File: config.mk
export PLATFORM = sky130hd
export DESIGN_NAME = dmem_arbiter
export DESIGN_NICKNAME = d
export VERILOG_FILES = /design/src/rtl/dmem_arbiter.sv
export SDC_FILE = /design/constraint.sdc
export NUM_CORES = 1
export LEC_CHECK = 0
export CAP_MARGIN = 5
export CORE_AREA = 2 2 90 92
export CTS_CLUSTER_SIZE = 28
export DETAILED_ROUTE_END_ITERATION = 12
export DIE_AREA = 0 0 92 94
export DONT_BUFFER_PORTS = 1
export PLACE_DENSITY_LB_ADDON = 0.05
export SKIP_CTS_REPAIR_TIMING = 1
export SLEW_MARGIN = 20
export SYNTH_ARGS = -nofsm -noshare
export SYNTH_HDL_FRONTEND = slang
export SYNTH_SLANG_ARGS = --single-unit
export TNS_END_PERCENT = 1
File: constraint.sdc
create_clock -name clk -period 4.34 [get_ports clk]
set_clock_uncertainty 0.15 [all_clocks]
set_input_delay 1.302 -clock clk [delete_from_list [all_inputs] [get_ports clk]]
set_output_delay 1.302 -clock clk [all_outputs]
set_load 0.02 [all_outputs]
File: src/rtl/dmem_arbiter.sv
// dmem_arbiter: shares one synchronous-read data-memory port between the
// MEM stage of the pipeline and an external host (debugger / program loader).
// The pipeline normally has priority; a starvation counter forces the host
// through after STARVE_LIMIT waiting cycles, and host_lock excludes the
// pipeline entirely while a program is being loaded.
module dmem_arbiter #(
    parameter int ADDR_W       = 8,
    parameter int DATA_W       = 32,
    parameter int STARVE_LIMIT = 4
) (
    input  logic              clk,
    input  logic              rst,
    // host side
    input  logic              host_req,
    input  logic              host_we,
    input  logic [ADDR_W-1:0] host_addr,
    input  logic [DATA_W-1:0] host_wdata,
    input  logic              host_lock,
    output logic              host_gnt,
    output logic              host_rvalid,
    output logic [DATA_W-1:0] host_rdata,
    // pipeline MEM stage
    input  logic              pipe_req,
    input  logic              pipe_we,
    input  logic [ADDR_W-1:0] pipe_addr,
    input  logic [DATA_W-1:0] pipe_wdata,
    output logic              pipe_stall,
    output logic              pipe_rvalid,
    output logic [DATA_W-1:0] pipe_rdata,
    // memory port
    output logic              mem_en,
    output logic              mem_we,
    output logic [ADDR_W-1:0] mem_addr,
    output logic [DATA_W-1:0] mem_wdata,
    input  logic [DATA_W-1:0] mem_rdata
);

    typedef enum logic [1:0] {
        NORMAL = 2'd0,
        FORCE  = 2'd1,
        LOCK   = 2'd2
    } state_t;

    localparam logic [3:0] LIMIT = 4'(STARVE_LIMIT);

    state_t      state_reg, state_next;
    logic [3:0]  starve_cnt_reg, starve_cnt_next;
    logic        rd_host_reg, rd_pipe_reg;
    logic        grant_host, grant_pipe;

    // Grant selection: at most one requester per cycle, nothing while in reset.
    always_comb begin
        grant_host = 1'b0;
        grant_pipe = 1'b0;
        if (!rst) begin
            case (state_reg)
                NORMAL: begin
                    if (pipe_req)      grant_pipe = 1'b1;
                    else if (host_req) grant_host = 1'b1;
                end
                FORCE: begin
                    if (host_req)      grant_host = 1'b1;
                    else if (pipe_req) grant_pipe = 1'b1;
                end
                default: begin
                    // LOCK: the pipeline is shut out completely
                    if (host_req)      grant_host = 1'b1;
                end
            endcase
        end
    end

    // Memory port mux: the granted requester owns the port, all zero when idle.
    always_comb begin
        mem_en    = 1'b0;
        mem_we    = 1'b0;
        mem_addr  = '0;
        mem_wdata = '0;
        if (grant_host) begin
            mem_en    = 1'b1;
            mem_we    = host_we;
            mem_addr  = host_addr;
            mem_wdata = host_wdata;
        end else if (grant_pipe) begin
            mem_en    = 1'b1;
            mem_we    = pipe_we;
            mem_addr  = pipe_addr;
            mem_wdata = pipe_wdata;
        end
    end

    assign host_gnt   = grant_host;
    assign pipe_stall = pipe_req & ~grant_pipe;

    // Next-state and starvation-counter logic; host_lock overrides everything.
    always_comb begin
        if (host_req && !grant_host)
            starve_cnt_next = (starve_cnt_reg >= LIMIT) ? LIMIT : starve_cnt_reg + 4'd1;
        else
            starve_cnt_next = '0;

        state_next = NORMAL;
        if (host_lock) begin
            state_next = LOCK;
        end else begin
            case (state_reg)
                NORMAL: begin
                    if (starve_cnt_next == LIMIT) state_next = FORCE;
                end
                FORCE: begin
                    // the forced slot lasts exactly one cycle
                    state_next = NORMAL;
                end
                default: begin
                    // leaving LOCK starts the host with a clean slate
                    state_next      = NORMAL;
                    starve_cnt_next = '0;
                end
            endcase
        end
    end

    // State, counter and read-owner registers; the owner tags the returning data.
    always_ff @(posedge clk or posedge rst) begin
        if (rst) begin
            state_reg      <= NORMAL;
            starve_cnt_reg <= '0;
            rd_host_reg    <= 1'b0;
            rd_pipe_reg    <= 1'b0;
        end else begin
            state_reg      <= state_next;
            starve_cnt_reg <= starve_cnt_next;
            rd_host_reg    <= grant_host & ~host_we;
            rd_pipe_reg    <= grant_pipe & ~pipe_we;
        end
    end

    assign host_rvalid = rd_host_reg;
    assign pipe_rvalid = rd_pipe_reg;

    // Steer returning read data to its owner only; the other side sees zero.
    genvar gi;
    generate
        for (gi = 0; gi < DATA_W; gi++) begin : g_rdata
            assign host_rdata[gi] = mem_rdata[gi] & rd_host_reg;
            assign pipe_rdata[gi] = mem_rdata[gi] & rd_pipe_reg;
        end
    endgenerate

endmodule

==> flow_summary.toml <==
[sta]
slew_headroom_pct = 44.1
rsz0062_at_grt = "no"
drv_slew = 0
finalSetupTns_ns = 0
hold_violations = 0
setup_viol_count_final = 0
min_period_ns = 3.88
fmax_ghz = 0.258
hold_slack_ns = 0.323
fin_crit_sh_pct = 89.4
tightestPinTransition_ns = 0.838

[floorplanning]
die_y_um = 94
coreArea_um2 = 7610
rows = 32
start_util_pct = 16.1
die_area_um2 = 8650
dieWidth_um = 92
io_pins = 229

[yosys]
synth_mux_area_share_pct = 0
synthFlopType = "dfrtp_1"
synth_top_family_by_area = "simple AND/OR/NAND/NOR gates"
syn-num-nets = 270
synth_seq_cells = 8
synth_xor_area_share_pct = 0
synth_edf_count = 0
synth_cell_types = 24
avgSynthCellArea_um2 = 8.17
yosys.area_share.simple_pct = 41.2
syn_area_um2 = 1220
ys_async_sr_fraction_pct = 100
synth_area_leaders = "and2_1, a22o_1, dfrtp_1, buf_6, a2111oi_4"
synth_top_cell_by_area = "and2_1"
yosys_warnings = 0
synth_compound_area_share_pct = 33.4
yosysSeqAreaShare_pct = 16.3
syn_inst = 150
synth_top_area_share_pct = 32.7
synthAdderAreaFrac_pct = 1.02

[layout]
nFillCells = 843
stdcell_count = 244
mostFrequentLayoutCells = "and2_1, a22o_1, dfrtp_1"
n_antenna_cell = 0
final_common_cell = "and2_1"
fin_nets = 264
area_delta_synth_final_pct = 9.50
drive_gt1_share_pct = 7.04
largest_reg_flops = 4

[routing]
drtPass1Iterations = 4
viasPerCell = 4.99
num_vias = 1217
route.final.wire_length_um = 4430
drt-initial-drc-count = 37
ant_nets = 0
wl_per_cell_um = 18.1
route.detailed.drc = 0

[global_route]
grt_pass1_vias = 997
grt_pass1_wl_um = 5100
gr-total-overflow = 0
antenna_found_initial = 0
grt_max_degree = 42
grt_usage_pct = 7.46

[setup_path]
ff2ff_path_depth = 3
cp-start-kind = "input port"
r2r-end = "starve_cnt_reg[0]$_DFF_PP0_"
r2r_start = "state_reg[0]$_DFF_PP0_"
cp_num_buf_inv = 1
critical_path.slowest_cell = "a22o_1"
reg2reg_slack_ns = 2.94
worstPathCellList = "nor3b_2, nor3b_4, buf_4, a22o_1"
worst-setup-path-type = "in2out"
worst_ep_arrival_time_ns = 2.43
worst_path_dominant_cell_family = "compound AO/OA/AOI/OAI gates"
end_kind = "output pin"
crit_path_max_fanout = 41
slowest_delay_ns = 0.38
critPathRequiredTime_ns = 2.89

[clock_tree]
cts_tree = "built"
clockBufferDepth = 2
path_clk_slew_ns = 0.05
htreeDepth = 1
cts_buffers = 3
cts-root-buf = "clkbuf_8"
clock_sinks = 8
clk_latency_ns = 0.23

[placement]
portBuffers = 0
gp_congestion = 0.652
dp_hpwl_um = 3810
placedCellCount = 241

[power_and_ir_drop]
cell_internal_pwr_w = 0.000169
p_comb_share_pct = 38.3
seqPwrFrac_pct = 29.9
ir_worst_vdd_mv = 0.0821
switching_share_pct = 40.0
p_leak_nw = 0.550
power.density_nw_per_um2 = 211
clock_power_share_pct = 31.8
switchingPower_w = 0.000113

[min_path]
hold_path_depth = 1
min_path_type = "reg2reg"
holdCritStartpoint = "starve_cnt_reg[0]$_DFF_PP0_"
min_to = "starve_cnt_reg[0]$_DFF_PP0_"

[status]
status = "complete, no violations"

[job]
cap_violations = 0
==> power by group through the flow <==
stage,Sequential (W),Clock [W],Combinational (W)
after floorplan,0.0000819,0,0.000103
after global placement,0.0000850,0,0.000110
after detailed placement,0.0000854,0,0.000109
after CTS,0.0000843,0.0000944,0.000109
after global routing,0.0000850,0.0000994,0.000114
final,0.0000843,0.0000899,0.000108
==> kinds of logic after synthesis <==
kind of cell	count (synthesis)
compound gates	46
fa+ha+maj	1
buf+inv	16
flops	8
other cells	1
simple gates	78
==> through the flow <==
| stage | area (um2) | worst slack [ns] | util, % | total power, W |
|---|---|---|---|---|
| final | 1340 | 0.459 | 17.6 | 0.000282 |
| after global routing | 1340 | 0.391 | 17.6 | 0.000298 |
| after detailed placement | 1300 | 0.476 | 17.1 | 0.000194 |
| after global placement | 1300 | 0.521 | 17.1 | 0.000195 |
| after CTS | 1340 | 0.475 | 17.6 | 0.000288 |
| after floorplan | 1220 | 0.609 | - | 0.000185 |
==> worst register-to-register path, delay by kind of cell (launching register included) <==
kind / cells / cell delay [ns]
compound gates: 1 / 0.14
flops: 1 / 0.43
simple gates: 2 / 0.59
==> Yosys cell counts (2+ instances only) <==
cell type	count
a21oi_1	2
a22o_1	41
and2_1	64
buf_2	4
buf_6	4
clkbuf_1	6
dfrtp_1	8
inv_1	2
nor2_1	4
==> worst max path at each step <==
stage / slack, ns / end / cells after the start / start
finish: 0.46 / mem_wdata[26] / 4 / pipe_req
global route: 0.39 / mem_wdata[26] / 4 / pipe_req
CTS: 0.48 / mem_wdata[26] / 4 / pipe_req
detailed placement: 0.48 / mem_wdata[26] / 4 / pipe_req
global placement: 0.52 / mem_wdata[26] / 4 / pipe_req
floorplan: 0.61 / mem_addr[0] / 4 / pipe_req
==> area by class of cell <==
class	instances	area [um2]	share of cell area, %
Clock buffer	3	41.3	3.08
Inverter	2	7.51	0.560
Multi-Input combinational cell	126	930	69.3
Sequential cell	8	200	14.9
Tap cell	102	128	9.51
Timing Repair Buffer	3	35.0	2.61
==> layer usage <==
metal,part of all wire [%],GRT usage (%),up-vias
met1,34,7.66,555
li1,-,-,519
met4,0.61,1.87,0
met5,0,0,-
met3,9.9,1.28,2
met2,56,15.4,141
Note: power is estimated with default switching activity, not from simulation.
